### src/rtl/serial_seq_tx.sv
// Serializer feeding the sequence-recognising FSMs. It latches a parallel word on start and
// emits it on `a` as SYM_W-bit symbols, each held for a programmable number of cycles.
module serial_seq_tx #(
   parameter int DATA_W = 17,
   parameter int SYM_W  = 1,
   parameter int HOLD_W = 4,
   parameter int CNT_W  = 5
) (
   input  logic              clk,
   input  logic              res,
   input  logic              start,
   input  logic [DATA_W-1:0] din,
   input  logic              msb_first,
   input  logic [HOLD_W-1:0] hold,
   output logic [SYM_W-1:0]  a,
   output logic              a_valid,
   output logic              busy,
   output logic              done,
   output logic [CNT_W-1:0]  sym_left
);

   localparam int NSYM = (DATA_W + SYM_W - 1) / SYM_W;
   localparam int PW   = NSYM * SYM_W;
   localparam int PAD  = PW - DATA_W;

   typedef enum logic [1:0] {IDLE, SEND, DONE} state_t;

   state_t            state, state_nxt;
   logic [PW-1:0]     sh_q, sh_nxt;
   logic              msb_q, msb_nxt;
   logic [HOLD_W-1:0] hlen_q, hlen_nxt;
   logic [HOLD_W-1:0] hcnt_q, hcnt_nxt;
   logic [CNT_W-1:0]  left_q, left_nxt;
   logic [PW-1:0]     ext;
   logic [HOLD_W-1:0] hold_eff;

   // Word padded to a whole number of symbols; for MSB-first the padding lands in the low bits.
   always_comb begin
      ext = '0;
      ext[DATA_W-1:0] = din;
      hold_eff = (hold == '0) ? HOLD_W'(1) : hold;
   end

   always_ff @(posedge clk or negedge res) begin
      if (!res) begin
         state  <= IDLE;
         sh_q   <= '0;
         msb_q  <= 1'b0;
         hlen_q <= '0;
         hcnt_q <= '0;
         left_q <= '0;
      end else begin
         state  <= state_nxt;
         sh_q   <= sh_nxt;
         msb_q  <= msb_nxt;
         hlen_q <= hlen_nxt;
         hcnt_q <= hcnt_nxt;
         left_q <= left_nxt;
      end
   end

   always_comb begin
      state_nxt = state;
      sh_nxt    = sh_q;
      msb_nxt   = msb_q;
      hlen_nxt  = hlen_q;
      hcnt_nxt  = hcnt_q;
      left_nxt  = left_q;
      case (state)
         // DONE accepts start exactly like IDLE so frames can run back to back.
         IDLE, DONE: begin
            state_nxt = IDLE;
            left_nxt  = '0;
            if (start) begin
               sh_nxt    = msb_first ? (ext << PAD) : ext;
               msb_nxt   = msb_first;
               hlen_nxt  = hold_eff;
               hcnt_nxt  = hold_eff - HOLD_W'(1);
               left_nxt  = CNT_W'(NSYM);
               state_nxt = SEND;
            end
         end
         SEND: begin
            if (hcnt_q != '0) begin
               hcnt_nxt = hcnt_q - HOLD_W'(1);
            end else if (left_q > CNT_W'(1)) begin
               sh_nxt   = msb_q ? (sh_q << SYM_W) : (sh_q >> SYM_W);
               left_nxt = left_q - CNT_W'(1);
               hcnt_nxt = hlen_q - HOLD_W'(1);
            end else begin
               left_nxt  = '0;
               state_nxt = DONE;
            end
         end
         default: state_nxt = IDLE;
      endcase
   end

   // Outputs decode only registered state, so the asynchronous reset clears them at once.
   always_comb begin
      a_valid  = (state == SEND);
      busy     = (state == SEND);
      done     = (state == DONE);
      sym_left = left_q;
      a        = '0;
      if (state == SEND)
         a = msb_q ? sh_q[PW-1 -: SYM_W] : sh_q[SYM_W-1:0];
   end

endmodule

### config.mk
export PLATFORM = sky130hd
export DESIGN_NAME = serial_seq_tx
export DESIGN_NICKNAME = d
export VERILOG_FILES = /design/src/rtl/serial_seq_tx.sv
export SDC_FILE = /design/constraint.sdc
export NUM_CORES = 1
export LEC_CHECK = 0
export CAP_MARGIN = 40
export CELL_PAD_IN_SITES_DETAIL_PLACEMENT = 0
export CELL_PAD_IN_SITES_GLOBAL_PLACEMENT = 1
export CORE_MARGIN = 8
export CORE_UTILIZATION = 35
export CTS_CLUSTER_SIZE = 24
export DETAILED_ROUTE_END_ITERATION = 16
export GPL_ROUTABILITY_DRIVEN = 1
export PLACE_DENSITY_LB_ADDON = 0.3
export SLEW_MARGIN = 0
export SYNTH_ARGS = -nofsm -noshare
export SYNTH_HDL_FRONTEND = slang
export SYNTH_SLANG_ARGS = --single-unit
### constraint.sdc
create_clock -name clk -period 1.8 [get_ports clk]
set_input_delay 0.18 -clock clk [delete_from_list [all_inputs] [get_ports clk]]
set_output_delay 0.18 -clock clk [all_outputs]
set_load 0.02 [all_outputs]
# == Word-level counts from Yosys, hierarchy flattened ==
# Index checks and enable logic that the tools add are counted.
# word_totals
regBits,33
word_cells,48
inputBits,25
output_inout_bits,9
# classes
eq_ne,7
n_lt_le_gt_ge,1
n_addsub,4
reduce_logical,10
mux,20
# ops
operator,n
$mux 17,4
$pmux 17 s2,1
$mux 4,4
$mux 5,3
$sub 4x1->4 const B,3
$pmux 5 s2,1
$pmux 4 s2,1
$ne 2x2->1 const B,3
$reduce_and 2->1,3
$gt 5x1->1 const B,1
$sub 5x1->5 const B,1
$logic_not 4->1,1
$mux 2,2
$pmux 2 s2,1
$reduce_and 4->1,1
$reduce_bool 4->1,1
$mux 1,3
$ne 3x1->1 const B,1
$reduce_and 3->1,1
$eq 2x1->1 const B,1
$eq 2x2->1 const B,1
$logic_not 2->1,1
$ne 2x1->1 const B,1
$reduce_bool 2->1,1
$reduce_or 2->1,1

# == Logic depth before layout (Yosys ltp) ==
# Gate-level depths: netlist of the first run.
# depth
depth_word,5
mapped_depth,8
mapped_depth_nobuf,7

# == Least setup slack after synthesis of the first run ==
# OpenSTA, ideal clock, no wires.
# synth_path
kind,register to register
startpoint,reg hcnt_q[3]
endpoint,reg hcnt_q[2]
path_stages_with_launch,7
t_arrival_ns,1.705
required_time_ns,1.717
slack_ns,0.012
cell_sequence,dfrtp_1 > nor4_4 > a211oi_1 > or2_2 > ha_1 > xor2_1 > o21ai_0
# synth_between
elab_chain_len,3
# synth_lines
element,line_no,rtl
"start, declared",32,"logic [HOLD_W-1:0] hcnt_q, hcnt_nxt;"
"start signal, assigned",57,hcnt_q <= hcnt_nxt;
$reduce_bool 4->1 *,84,if (hcnt_q != '0) begin
$ne 3x1->1 (no source line) or $mux 4 (tied branches),n/a,
$reduce_and 3->1 (no source line) or $pmux 4 s2 (tied branches),n/a,
# Every way passes the cells marked *; elsewhere a longest branch is shown, timed or not.
# A chain may end at the register's enable or synchronous reset.

# == Worst setup path after layout of the first run ==
# layout_path
startpoint,reg hcnt_q[0]
endpoint,reg hcnt_q[2]
# layout_between
elab_chain_len,3
# layout_lines
element,line_no
$sub 4x1->4 or $reduce_bool 4->1 (tied branches),"85, 84"
$mux 4 or $ne 3x1->1 (tied branches),n/a
$pmux 4 s2 or $reduce_and 3->1 (tied branches),n/a
# Parallel ways exist; a longest one is shown, timed or not.

==> results of run 1 <==
-- logic make-up (layout without fill, tap and decap cells) --
kind of cell	count (synthesis)	in the layout	synth area share
AOI/OAI and AO/OA	57	57	0.180
xor gates and xnor gates	2	2	0.00948
adders and majority gates	3	3	0.0203
buffers and inverters	15	61	0.0359
DFF	33	33	0.447
muxes	18	18	0.101
and+or+nand+nor	79	79	0.207
-- critical path, delay by kind of cell, from the launching register on --
kind	cells	cell delay, ps
fa+ha+maj	1	190
xor+xnor	1	150
simple gates	2	640
compound gates	2	250
flops	1	430
-- flip-flops by register name, summed over array words and instances (netlist names) --
name      count
hlen_q        4
state         2
sh_q         17
hcnt_q        4
sym_left      5
msb_q         1
-- through the flow --
| step | setup WS [ps] | cell area (µm²) | TNS, ps | instances |
|---|---|---|---|---|
| finish | 67.9 | 2470 | 0 | 323 |
| global route | -36.4 | 2470 | -36.4 | 323 |
| CTS | 2.47 | 2420 | 0 | 322 |
| detailed placement | 35.1 | 2340 | 0 | 314 |
| global placement | 65.6 | 2340 | 0 | 314 |
| floorplan | 12.4 | 1850 | 0 | 207 |
-- routing by layer --
metal,GRT usage,up-vias,share of wire
met1,0.161,720,0.48
met3,0.0418,4,0.061
met2,0.174,25,0.44
met5,0,-,0
li1,-,809,-
met4,0.0369,0,0.012
-- synth_stat cells, drive strengths merged, types with 2 or more instances --
library cell	number
a21oi	22
buf	9
clkbuf	2
dfrtp	33
ha	3
inv	4
mux2	2
mux2i	16
nand2	39
nand2b	2
nand3	3
nor2	19
nor2b	6
nor3	2
nor4b	2
o21ai	27
o22ai	2
or3b	2
-- cell type report --
type	count	area, µm²	share of cell area
Clock buffer	6	72.6	0.0293
Clock inverter	2	10.0	0.00404
Inverter	4	20.0	0.00809
Multi-Input combinational cell	159	1000	0.404
Sequential cell	33	827	0.334
Tap cell	70	87.6	0.0354
Timing Repair Buffer	49	458	0.185
-- where the power goes --
| group | total [µW] | switching [µW] | internal [µW] |
|---|---|---|---|
| clock | 540 | 272 | 268 |
| combinational | 2570 | 1370 | 1200 |
| sequential | 1330 | 270 | 1060 |
| total | 4430 | 1920 | 2520 |
-- worst max path at each step --
stage / startpoint / endpoint / slack [ps] / depth (start not counted)
final: hcnt_q[0] / hcnt_q[2] / 70 / 6
after global routing: hcnt_q[0] / hcnt_q[2] / -40 / 6
after CTS: state[1] / hcnt_q[2] / 2 / 7
after detailed placement: hold[1] / hcnt_q[3] / 40 / 6
after global placement: hcnt_q[2] / hcnt_q[3] / 70 / 6
after floorplan: hcnt_q[3] / hcnt_q[2] / 10 / 6
-- timing repair --
action,4_1_cts,5_1_grt
pin swaps,0,3
endpoints found under the setup margin,4,23
setup buffers,0,1
hold endpoints to repair,0,0
gates resized for setup,5,12
gates cloned,0,0
hold buffers,0,0
==> run_results.csv, run 1 <==
group,metric,value,unit
placement,place_hpwl,3.13,mm
timing,period_minus_slack,1730,ps
route,dr.pass1.iters,4,
timing,hold_slack,298,ps
floorplanning,core-area,0.00511,mm²
critical_path,critPathMaxStageDelay,430,ps
clock_network,clkSlewWorstSetupHoldPaths,70,ps
critical_path,arrival,1940,ps
global_route,grt_pass1_wl,7.38,mm
yosys,synthTopCellsByArea,"dfrtp_1 (45%), mux2i_1 (8.7%), nand2_1 (7.9%)",
critical_path,crit_path_end_kind,"flip-flop",
power_and_ir_drop,leakage,0.00110,µW
floorplanning,num_rows,26,
floorplanning,initial_utilization,0.362,
timing,grt_setup_unrepaired,"true",
clock_network,htreeDepth,2,
route,ant_nets,0,
floorplanning,die_h,88.7,µm
layout,fill_cells,516,
global_route,grt.total_usage,0.120,
global_route,overflow,0,
critical_path,crit_chain,"nor4_4 -> a211oi_2 -> or2_2 -> ha_1 -> xor2_1 -> o21ai_1",
power_and_ir_drop,ir_worst_vdd,0.000745,V
placement,io_buffers,33,
yosys,synth_async_sr_flop_share,1.00,
yosys,yosysWarningCount,0,
floorplanning,die_width,88.7,µm
layout,finish.utilization,0.485,
timing,hold_viol,0,
floorplanning,pin_count,34,
yosys,syn_area,0.00185,mm²
global_route,grt_pass1_vias,1505,
layout,layout.nets,280,
placement,place.gp.congestion,0.851,
clock_network,root_buffer,"clkbuf_8",
layout,layout-drive-gt1-share,0.170,
yosys,syn_nets,235,
critical_path,rr_endpoint,"hcnt_q[2]",
timing,tightest_slew,460,ps
route,wl_per_cell,13.9,µm
yosys,synth.distinct_cells,40,
yosys,synth_ff_type,"dfrtp_1",
run_status,status,"finished clean",
floorplanning,dieArea,0.00786,mm²
layout,diodes,0,
critical_path,r2r_start,"hcnt_q[0]",
critical_path,cp_max_fo,4,
yosys,synth_area_per_cell,8.93,µm²
worst_hold_path,holdCritPathClass,"input port to asynchronous set/reset pin",
timing,finalClockSkew,6.41,ps
clock_network,insertion_delay,280,ps
timing,clock.fmax,577,MHz
timing,slew_viol_final,0,
critical_path,r2r_cells,6,
timing,setup_viol,0,
route,routed_wl,4.48,mm
route,drc,0,
layout,area_growth,33.9,%
clock_network,max-clock-path-buffers,2,
yosys,synth-edff-count,0,
critical_path,cp-start-kind,"flip-flop",
critical_path,cp.required,2010,ps
layout,final_common_cell,"nand2_1",
yosys,seq_area_frac_synth,0.447,
timing,max_slew_margin,0.693,
critical_path,cp_slowest_cell,"dfrtp_1",
yosys,synth-seq-cells,33,
power_and_ir_drop,power,4430,µW
global_route,antenna_found_initial,0,
global_route,grt_max_degree,35,
route,drt_iter0_drc,66,
clock_network,cts_made_buffers,5,
power_and_ir_drop,power.density,1790,mW/mm²
clock_network,cts_tree,"yes",
yosys,synth_top_area_frac,0.447,
route,viasPerCell,4.82,
yosys,synth_cells,207,
clock_network,clock_sinks,33,
yosys,yosysTopAreaCell,"dfrtp_1",
route,vias,1558,
layout,final_cell_mix,"nand2_1 (39), dfrtp_1 (32), clkdlybuf4s50_1 (29), a21oi_1 (20), nor2_1 (19)",
timing,min_period_over_period,0.962,
critical_path,r2r_setup_slack,70,ps
critical_path,crit_type,"flip-flop to flip-flop",
job,cap_violations,0,
No activity file was read; power rests on OpenSTA's default activity.
==> run 2, diff against run 1 <==
--- a/config.mk
+++ b/config.mk
@@ -9,7 +9,8 @@
 export CELL_PAD_IN_SITES_DETAIL_PLACEMENT = 0
 export CELL_PAD_IN_SITES_GLOBAL_PLACEMENT = 1
 export CORE_MARGIN = 8
-export CORE_UTILIZATION = 35
+export CORE_UTILIZATION = 37
+export CTS_BUF_LIST = sky130_fd_sc_hd__clkbuf_8
 export CTS_CLUSTER_SIZE = 24
 export DETAILED_ROUTE_END_ITERATION = 16
 export GPL_ROUTABILITY_DRIVEN = 1
==> run_results.csv, run 2 (synthesis results as in run 1) <==
group,metric,value,unit
run_status,status,"finished clean",
global_route,grt_pass1_wl,7.87,mm
timing,tightest_slew,465,ps
clock_network,htreeDepth,2,
layout,largest_reg_flops,17,
route,ant_nets,0,
power_and_ir_drop,ir_worst_vdd,0.00103,V
route,vias,1574,
layout,layout.nets,282,
floorplanning,die_width,86.7,µm
floorplanning,core-area,0.00479,mm²
worst_hold_path,holdCritPathClass,"input port to asynchronous set/reset pin",
layout,final-instance-count-excl-fill,322,
global_route,overflow,0,
timing,max_slew_margin,0.689,
floorplanning,pin_count,34,
route,wl_per_cell,14.0,µm
critical_path,arrival,1950,ps
floorplanning,initial_utilization,0.386,
critical_path,cp-start-kind,"flip-flop",
power_and_ir_drop,leakage,0.00112,µW
timing,finalClockSkew,6.47,ps
global_route,grt_pass1_vias,1669,
floorplanning,num_rows,25,
placement,place_hpwl,3.16,mm
clock_network,max-clock-path-buffers,2,
clock_network,cts_made_buffers,5,
global_route,antenna_found_initial,0,
route,drt_iter0_drc,79,
clock_network,insertion_delay,290,ps
timing,setup_viol,0,
layout,layout-drive-gt1-share,0.180,
job,cap_violations,0,
timing,setup_ws,51.2,ps
layout,largest_register,"sh_q",
global_route,grt_max_degree,35,
layout,area_growth,35.3,%
clock_network,cts_tree,"yes",
critical_path,crit_type,"flip-flop to flip-flop",
placement,io_buffers,33,
timing,hold_viol,0,
critical_path,cp.required,2000,ps
route,routed_wl,4.51,mm
route,viasPerCell,4.89,
clock_network,clock_sinks,33,
timing,slew_viol_final,0,
layout,final_common_cell,"nand2_1",
timing,period_minus_slack,1750,ps
layout,finish.utilization,0.522,
critical_path,cp_max_fo,4,
placement,place.gp.congestion,0.886,
route,drc,0,
floorplanning,dieArea,0.00751,mm²
power_and_ir_drop,power.density,1820,mW/mm²
critical_path,crit_path_end_kind,"flip-flop",
timing,min_period_over_period,0.972,
timing,clock.fmax,572,MHz
layout,final_cell_mix,"nand2_1 (39), dfrtp_1 (30), clkdlybuf4s50_1 (29), a21oi_1 (20), nor2_1 (19)",
placement,dpl.cell_count,312,
clock_network,clkSlewWorstSetupHoldPaths,70,ps
global_route,grt.total_usage,0.131,
layout,diodes,0,
clock_network,root_buffer,"clkbuf_8",
floorplanning,die_h,86.7,µm
placement,place_ws,20.6,ps
timing,final.setup.tns,0,ps
route,dr.pass1.iters,4,
[run 2: changes by cell type in the layout (fill, tap and decap cells not counted), moves of 2 or more]
cell,before,now
dfrtp_2,1,3
buf_4,15,17
clkbuf_8,5,7
dfrtp_1,32,30
[run 2: metrics by stage]
stage / hold slack (ps) / power, µW / cell area, µm²
CTS: 308 / 4450 / 2440
global placement: 448 / 3800 / 2340
floorplan: -116 / 2990 / 1850
finish: 298 / 4550 / 2500
detailed placement: 468 / 3830 / 2340
global route: 326 / 4980 / 2500
[run 2: layout make-up]
| type | instances | area [µm²] |
|---|---|---|
| fillers | 473 | 2290 |
| flip-flops and latches | 33 | 830 |
| repair buffers | 51 | 477 |
| multi-input cells | 159 | 993 |
| clock buffers | 7 | 96.3 |
| well taps | 67 | 83.8 |
| inverters | 4 | 15.0 |
| clock inverters | 1 | 5.00 |
[run 2: path summary, 6_finish.rpt]
kind | from | endpoint | slack (ps) | cells past startpoint
hold / removal | res | sym_left[3] | 300 | 2
setup reg to reg | hcnt_q[0] | hcnt_q[2] | 50 | 6
min in group clk | hlen_q[0] | hlen_q[0] | 480 | 2
hold reg to reg | hlen_q[0] | hlen_q[0] | 480 | 2
max in group asynchronous | res | hcnt_q[2] | 1170 | 2
setup / recovery | hcnt_q[0] | hcnt_q[2] | 50 | 6
[run 2: repair_timing]
action,4_1_cts,5_1_grt
setup endpoints to repair,3,27
hold buffers,0,0
setup buffers,0,2
pin swaps,0,3
gates resized for setup,3,10
[run 2: worst max-delay path, cell delays in order (launching register included)]
cell	delay, ps
dfrtp_2	440
nor4_4	310
a211oi_2	120
or2_2	310
ha_1	190
xor2_1	160
o21ai_0	140
[run 2: power breakdown]
group	internal, µW	switching, µW	total (µW)
registers	1060	283	1340
logic	1210	1370	2580
clock network	346	274	620
[run 2: per-layer routing]
metal	up-vias	GRT usage	wire [µm]
li1	809	-	-
met1	736	0.167	2250
met2	24	0.200	2000
met3	5	0.0454	203
met4	0	0.0423	54
met5	-	0	0
==> run 3, diff against run 2 <==
--- a/config.mk
+++ b/config.mk
@@ -5,11 +5,10 @@
 export SDC_FILE = /design/constraint.sdc
 export NUM_CORES = 1
 export LEC_CHECK = 0
+export ABC_CLOCK_PERIOD_IN_PS = 1800
 export CAP_MARGIN = 40
-export CELL_PAD_IN_SITES_DETAIL_PLACEMENT = 0
-export CELL_PAD_IN_SITES_GLOBAL_PLACEMENT = 1
 export CORE_MARGIN = 8
-export CORE_UTILIZATION = 37
+export CORE_UTILIZATION = 45
 export CTS_BUF_LIST = sky130_fd_sc_hd__clkbuf_8
 export CTS_CLUSTER_SIZE = 24
 export DETAILED_ROUTE_END_ITERATION = 16
==> run_results.csv, run 3 (synthesis results as in run 1) <==
group,metric,value,unit
critical_path,crit_chain,"nor4_4 -> a211oi_1 -> or2_2 -> ha_1 -> xor2_1 -> o21ai_0",
power_and_ir_drop,switchingPower,1880,µW
route,routed_wl,4.39,mm
critical_path,cp-start-kind,"flip-flop",
run_status,status,"finished clean",
floorplanning,pin_count,34,
clock_network,clock_sinks,33,
critical_path,arrival,1970,ps
worst_hold_path,holdCritPathClass,"input port to asynchronous set/reset pin",
timing,tightest_slew,430,ps
layout,layout.nets,277,
route,drc,0,
placement,io_buffers,33,
route,dr.pass1.iters,4,
floorplanning,die_width,80.1,µm
route,vias,1563,
floorplanning,die_h,80.1,µm
power_and_ir_drop,switching_share,0.431,
clock_network,max-clock-path-buffers,2,
route,viasPerCell,5.23,
power_and_ir_drop,p_comb_frac,0.557,
power_and_ir_drop,leakage,0.00107,µW
layout,diodes,0,
critical_path,r2r_setup_slack,40,ps
route,wl_met3,212,µm
layout,final_common_cell,"nand2_1",
power_and_ir_drop,ir_worst_vdd,0.00108,V
route,drt_iter0_drc,44,
timing,min_period_over_period,0.980,
critical_path,crit_type,"flip-flop to flip-flop",
critical_path,cp_top_family,"simple AND/OR/NAND/NOR gates",
critical_path,critPathMaxStageDelay,460,ps
critical_path,path_depth,6,
timing,period_minus_slack,1760,ps
route,dr.max_layer_used,"met4",
placement,place_hpwl,3.11,mm
power_and_ir_drop,clockPowerShare,0.131,
timing,slew_viol_final,0,
global_route,antenna_found_initial,0,
floorplanning,core-area,0.00397,mm²
timing,setup_ws,36.6,ps
timing,hold_viol,0,
floorplanning,num_rows,23,
global_route,grt.total_usage,0.140,
layout,layout-drive-gt1-share,0.145,
clock_network,cts_hold_buf,0,
global_route,grt_max_degree,35,
route,wl_per_cell,14.7,µm
critical_path,cp_max_fo,4,
layout,largest_register,"sh_q",
timing,max_slew_margin,0.713,
clock_network,htreeDepth,2,
layout,final_cell_mix,"nand2_1 (39), dfrtp_1 (32), clkdlybuf4s50_1 (29), a21oi_1 (20), nor2_1 (19)",
critical_path,r2r_cells,6,
power_and_ir_drop,power.density,1810,mW/mm²
timing,setup_viol,0,
layout,finish.utilization,0.605,
floorplanning,initial_utilization,0.465,
layout,largest_reg_flops,17,
critical_path,rr_endpoint,"hcnt_q[2]",
timing,grt_setup_unrepaired,"true",
critical_path,crit_path_end_kind,"flip-flop",
critical_path,cp-startpoint,"hcnt_q[2]",
global_route,overflow,0,
critical_path,crit_buf_inv,0,
power_and_ir_drop,power_frac_seq,0.311,
placement,place_ws,57.3,ps
clock_network,root_buffer,"clkbuf_8",
clock_network,cts_tree,"yes",
global_route,grt_pass1_vias,1534,
critical_path,cp.required,2010,ps
layout,fill_cells,351,
job,cap_violations,0,
clock_network,cts_made_buffers,5,
power_and_ir_drop,p_int,2480,µW
critical_path,r2r_start,"hcnt_q[2]",
clock_network,insertion_delay,290,ps
route,drt-met1-wl,2.05,mm
clock_network,clkSlewWorstSetupHoldPaths,70,ps
layout,area_growth,30.0,%
floorplanning,dieArea,0.00641,mm²
route,ant_nets,0,
route,wl_met2,2.07,mm
timing,finalClockSkew,7.15,ps
global_route,grt_pass1_wl,7.11,mm
critical_path,cp_slowest_cell,"dfrtp_2",
placement,place.gp.congestion,0.909,
critical_path,critPathCapture,"hcnt_q[2]",
timing,clock.fmax,567,MHz
run 3: changes by cell type in the layout (fill, tap and decap cells not counted), sizes merged:
cell	change
clkinv	-1
inv	+1
buf	-5
dlygate4sd2	+1
dlymetal6s2s	-1
clkbuf	-1
run 3: cell type report:
class                   count  area (µm²)  share of cell area
well taps                  50        62.6              0.0260
inverters                   4        15.0             0.00625
clock buffers               6        82.6              0.0344
multi-input cells         159         976               0.406
repair buffers             46         435               0.181
flip-flops and latches     33         827               0.344
clock inverters             1        3.75             0.00156
run 3: worst reg2reg max path, stage by stage (launching register included):
cell and delay [ps]:
dfrtp_2 460, nor4_4 290, a211oi_1 150, or2_2 320, ha_1 190, xor2_1 150
o21ai_0 130
run 3: timing repair:
action                     CTS  global route
pin swaps                    0             1
resized for setup            4             4
setup endpoints to repair    4            20
buffers inserted             0             1
run 3: per-layer routing:
metal,GRT usage,vias to the layer above
met5,0,-
met4,0.0582,0
met3,0.0458,7
met2,0.222,33
met1,0.170,724
li1,-,799
run 3: worst min path at each step:
stage | startpoint | end | slack (ps) | cells after the start
2_1_floorplan | res | hcnt_q[0] | -120 | 0
3_3_place_gp | hlen_q[0] | hlen_q[0] | 460 | 2
3_5_place_dp | hlen_q[3] | hlen_q[3] | 470 | 2
4_1_cts | res | state[0] | 310 | 2
5_1_grt | res | hlen_q[0] | 330 | 2
6_report | res | state[0] | 290 | 2
run 3: metrics by stage:
stage               hold WS [ps]  cells  power, µW  cell area [µm²]  setup TNS, ps
floorplan                   -116    207       2990             1850              0
global route                 333    299       4700             2400          -53.7
detailed placement           473    291       3750             2290              0
global placement             458    291       3710             2290              0
finish                       294    299       4360             2400              0
CTS                          310    298       4300             2370              0
run 3: power groups by stage:
| stage | Clock, µW | Sequential (µW) | Combinational, µW |
|---|---|---|---|
| after floorplan | 0 | 1350 | 1640 |
| final | 572 | 1360 | 2430 |
| after CTS | 578 | 1350 | 2370 |
| after global routing | 614 | 1400 | 2690 |
| after global placement | 0 | 1350 | 2360 |
| after detailed placement | 0 | 1360 | 2390 |
